===== src/rtl/key_uart_pkg.sv =====
// Shared types and constants for the key-to-UART scheduler.
package key_uart_pkg;

    localparam int         NUM_KEYS = 4;
    localparam logic [7:0] LF_CHAR  = 8'h0A;

    typedef enum logic [2:0] {
        IDLE,
        REQ_KEY,
        WAIT_KEY,
        REQ_LF,
        WAIT_LF
    } state_t;

endpackage


===== src/rtl/rr_arbiter4.sv =====
// Combinational round-robin arbiter over four requesters.
// Search starts one past the last granted index and wraps.
module rr_arbiter4
    import key_uart_pkg::*;
(
    input  logic [NUM_KEYS-1:0] req,
    input  logic [1:0]          ptr,
    output logic [1:0]          gnt_idx,
    output logic                gnt_any
);

    logic [1:0] cand;

    // First pending requester found walking forward from ptr+1.
    always_comb begin
        gnt_idx = '0;
        gnt_any = 1'b0;
        cand    = '0;
        for (int k = 1; k <= NUM_KEYS; k++) begin
            cand = ptr + 2'(k);
            if (!gnt_any && req[cand]) begin
                gnt_idx = cand;
                gnt_any = 1'b1;
            end
        end
    end

endmodule


===== src/rtl/key_tx_sched.sv =====
// Key press scheduler feeding a single UART transmitter.
//
// state    | meaning
// ---------+----------------------------------------------------
// IDLE     | no frame in flight; grant the next pending key
// REQ_KEY  | waiting for tx_ready to launch the key character
// WAIT_KEY | key character on the line; waiting for tx_done
// REQ_LF   | waiting for tx_ready to launch the line feed
// WAIT_LF  | line feed on the line; waiting for tx_done
module key_tx_sched
    import key_uart_pkg::*;
#(
    parameter logic [7:0] CHAR_BASE = 8'h31,
    parameter bit         LF_EN     = 1'b1
) (
    input  logic                clk,
    input  logic                rst,
    input  logic [NUM_KEYS-1:0] key_in,
    input  logic                tx_ready,
    input  logic                tx_done,
    output logic                tx_start,
    output logic [7:0]          tx_data,
    output logic                tx_valid,
    output logic [NUM_KEYS-1:0] overrun
);

    state_t              state, state_nxt;
    logic [NUM_KEYS-1:0] key_d;
    logic [NUM_KEYS-1:0] pend;
    logic [NUM_KEYS-1:0] rise;
    logic [NUM_KEYS-1:0] pend_clr;
    logic [1:0]          ptr, ptr_nxt;
    logic [1:0]          gnt, gnt_nxt;
    logic [1:0]          arb_idx;
    logic                arb_any;
    logic                take;
    logic                start_nxt;
    logic [7:0]          data_nxt;
    logic                valid_nxt;

    assign rise     = key_in & ~key_d;
    assign pend_clr = take ? (NUM_KEYS'(1) << arb_idx) : '0;

    rr_arbiter4 u_arb (
        .req     (pend),
        .ptr     (ptr),
        .gnt_idx (arb_idx),
        .gnt_any (arb_any)
    );

    // Edge detect, pending flags and sticky overrun. A rise landing on the
    // grant cycle re-arms pend without counting as an overrun.
    always_ff @(posedge clk) begin
        if (rst) begin
            key_d   <= '0;
            pend    <= '0;
            overrun <= '0;
        end else begin
            key_d   <= key_in;
            pend    <= (pend & ~pend_clr) | rise;
            overrun <= overrun | (rise & pend & ~pend_clr);
        end
    end

    // State register and registered UART-facing outputs.
    always_ff @(posedge clk) begin
        if (rst) begin
            state    <= IDLE;
            ptr      <= 2'd3;
            gnt      <= '0;
            tx_start <= 1'b0;
            tx_data  <= 8'h00;
            tx_valid <= 1'b0;
        end else begin
            state    <= state_nxt;
            ptr      <= ptr_nxt;
            gnt      <= gnt_nxt;
            tx_start <= start_nxt;
            tx_data  <= data_nxt;
            tx_valid <= valid_nxt;
        end
    end

    // Next-state and next-output decode; tx_done only matters in WAIT_*.
    always_comb begin
        state_nxt = state;
        ptr_nxt   = ptr;
        gnt_nxt   = gnt;
        take      = 1'b0;
        start_nxt = 1'b0;
        data_nxt  = tx_data;
        valid_nxt = tx_valid;
        case (state)
            IDLE: begin
                if (arb_any) begin
                    take      = 1'b1;
                    gnt_nxt   = arb_idx;
                    ptr_nxt   = arb_idx;
                    valid_nxt = 1'b1;
                    state_nxt = REQ_KEY;
                end
            end
            REQ_KEY: begin
                if (tx_ready) begin
                    start_nxt = 1'b1;
                    data_nxt  = CHAR_BASE + {6'd0, gnt};
                    state_nxt = WAIT_KEY;
                end
            end
            WAIT_KEY: begin
                if (tx_done) begin
                    if (LF_EN) begin
                        state_nxt = REQ_LF;
                    end else begin
                        valid_nxt = 1'b0;
                        state_nxt = IDLE;
                    end
                end
            end
            REQ_LF: begin
                if (tx_ready) begin
                    start_nxt = 1'b1;
                    data_nxt  = LF_CHAR;
                    state_nxt = WAIT_LF;
                end
            end
            WAIT_LF: begin
                if (tx_done) begin
                    valid_nxt = 1'b0;
                    state_nxt = IDLE;
                end
            end
            default: begin
                valid_nxt = 1'b0;
                state_nxt = IDLE;
            end
        endcase
    end

endmodule


===== config.mk =====
export PLATFORM = sky130hd
export DESIGN_NAME = key_tx_sched
export DESIGN_NICKNAME = d
export VERILOG_FILES = /design/src/rtl/key_uart_pkg.sv /design/src/rtl/rr_arbiter4.sv /design/src/rtl/key_tx_sched.sv
export SDC_FILE = /design/constraint.sdc
export NUM_CORES = 1
export LEC_CHECK = 0
export CAP_MARGIN = 20
export CELL_PAD_IN_SITES_DETAIL_PLACEMENT = 1
export CELL_PAD_IN_SITES_GLOBAL_PLACEMENT = 1
export CORE_UTILIZATION = 39
export DETAILED_ROUTE_END_ITERATION = 10
export PLACE_DENSITY_LB_ADDON = 0.12
export SLEW_MARGIN = 25
export SYNTH_ARGS = -nofsm -noshare
export SYNTH_HDL_FRONTEND = slang
export SYNTH_SLANG_ARGS = --single-unit

===== constraint.sdc =====
create_clock -name clk -period 3.9 [get_ports clk]
set_clock_uncertainty 0.05 [all_clocks]
set_input_delay 0.585 -clock clk [delete_from_list [all_inputs] [get_ports clk]]
set_output_delay 0.585 -clock clk [all_outputs]
set_load 0.01 [all_outputs]

==> results.json <==
{
  "status": "completed",
  "grt_pass1_vias": 815,
  "min_period_ps": 1960,
  "final_cell_mix": "26 x dfxtp_1, 19 x clkdlybuf4s50_1, 14 x nor2_1, 14 x a21oi_1",
  "stdcell_count": 170,
  "placed_cells": 167,
  "cp.required_ps": 4070,
  "setup_viol": 0,
  "maxSlewViolCount": 0,
  "setup_ws_ps": 1940,
  "htreeDepth": 1,
  "synthDistinctLibCells": 30,
  "grt_setup_unrepaired": "no",
  "critical_path_arrival_ps": 2130,
  "final.setup.tns_ps": 0,
  "post_cts_buffers": 0,
  "clock.fmax_mhz": 511,
  "min_path_cells": 2,
  "n_antenna_cell": 0,
  "dr.pass1.iters": 3,
  "area_growth_pct": 19.5,
  "endpoint_kind": "flip-flop",
  "dieHeight_um": 54.9,
  "start_util": 0.424,
  "mostFrequentLayoutCell": "dfxtp_1",
  "worst-path-max-fanout": 28,
  "worst_slew_pin_slew_ps": 982,
  "cts.sinks": 26,
  "drc": 0,
  "grt_pass1_wl_mm": 3.41,
  "ys_seq_area_frac": 0.478,
  "drive_above_1_share": 0.0786,
  "die_width_um": 54.9,
  "grtUsageTotal": 0.160,
  "power_leakage_uw": 0.000480,
  "cts_hold_buf": 0,
  "cts_buffers": 3,
  "ir_drop_mv": 0.249,
  "finalWirelength_mm": 2.18,
  "dp_hpwl_mm": 1.58,
  "cts-root-buf": "clkbuf_4",
  "power.density_mw_per_mm2": 439,
  "ios": 22,
  "cts_tree": "done",
  "yosysWarnings": 0,
  "fillers": 316,
  "io_buffers": 19,
  "viasPerCell": 5.24,
  "path_clk_slew_ps": 120,
  "finalHoldViolCount": 0,
  "clk_latency_ps": 310,
  "vias": 891,
  "synthCells": 125,
  "antenna_found_initial": 0,
  "drt-initial-drc-count": 4,
  "core_area_mm2": 0.00257,
  "die-area_mm2": 0.00301,
  "final_net_count": 151,
  "start_kind": "input port",
  "hold_path_class": "flip-flop to flip-flop",
  "whs_ps": 404,
  "ctsResizeCount": 0,
  "period_share": 0.502,
  "preCtsSetupSlack_ps": 1610,
  "syn_area_per_cell_um2": 8.72,
  "cap_violations": 0,
  "drtAntennaViolNets": 0,
  "overflow": 0,
  "gp_congestion": 0.747,
  "netlist_area_mm2": 0.00109,
  "avgRoutedWirePerCell_um": 12.8,
  "cts_buffer_depth": 2,
  "rows": 18,
  "criticalPathCategory": "input port to flip-flop",
  "grt_max_degree": 29,
  "ys_seq_elements": 26,
  "rr_worst_depth": 5,
  "slew_headroom": 0.343
}
## kinds of logic (layout without fill, tap and decap cells)
group / Yosys count / in the layout / share of synthesized area
xor+xnor: 1 / 1 / 0.00804
fa+ha+maj: 1 / 1 / 0.0115
simple gates: 54 / 54 / 0.268
mux: 1 / 1 / 0.0103
flops: 26 / 26 / 0.478
compound gates: 27 / 27 / 0.163
other cells: 1 / 2 / 0.00344
buf+inv: 14 / 28 / 0.0586
## cell type report
class | instances | area [µm²] | area share
clock buffers | 3 | 22.5 | 0.0173
inverters | 6 | 22.5 | 0.0173
multi-input cells | 86 | 509 | 0.391
flip-flops and latches | 26 | 520 | 0.400
well taps | 30 | 37.5 | 0.0288
repair buffers | 19 | 190 | 0.146
## registers in the layout (all words and copies together) (netlist names)
signal	cells
tx_data	5
tx_start	1
gnt	2
pend	4
tx_valid	1
state	3
ptr	2
key_d	4
overrun	4
## routing by layer
layer  up-vias  share of wire  GRT usage
met4         0          0.014     0.0769
met2        14           0.47      0.263
met3         4          0.023     0.0250
met1       424           0.50      0.200
met5         -              0          0
li1        449              -          -
## through the flow
step	total power (µW)	utilization	cell area (µm²)
floorplan	420	-	1090
global placement	462	0.499	1280
detailed placement	469	0.499	1280
CTS	581	0.507	1300
global route	608	0.507	1300
finish	571	0.507	1300
## worst paths after layout
path                                  from    endpoint  slack [ps]
worst max-delay path                   rst  overrun[0]        1940
worst min-delay path            overrun[3]  overrun[3]         400
worst max register to register     pend[3]  overrun[3]        2160
worst min register to register  overrun[3]  overrun[3]         400
## power by group
group / total, µW / internal (µW) / switching [µW]
Combinational: 140 / 68.9 / 70.7
Clock: 109 / 36.1 / 72.5
Sequential: 323 / 294 / 29.5
## synth_stat cells
library cell	number	area share
mux2_2	1	0.010
nor3_1	10	0.046
nand2b_1	8	0.046
conb_1	1	0.0034
clkbuf_1	5	0.017
nand2_1	10	0.034
o22ai_1	2	0.011
o32ai_1	1	0.0080
nor2_1	14	0.048
o2111ai_1	1	0.0080
or2_2	1	0.0057
a21oi_1	14	0.064
xor2_1	1	0.0080
o2111ai_2	1	0.014
or3_4	1	0.010
o32ai_2	1	0.015
nor2b_4	1	0.013
buf_4	3	0.021
ha_1	1	0.011
nor3b_1	1	0.0069
nor2b_1	5	0.029
o21ai_1	1	0.0046
o21bai_1	2	0.014
inv_1	6	0.021
o221ai_1	1	0.0080
o21a_1	1	0.0069
o21ai_0	2	0.0092
nor4_2	2	0.023
dfxtp_1	26	0.48
or2_0	1	0.0057
## critical path, cell delays in order
cell,delay [ps]
clkdlybuf4s50_1,910
nand2b_1,390
o32ai_1,230
No activity file was read; power rests on OpenSTA's default activity.
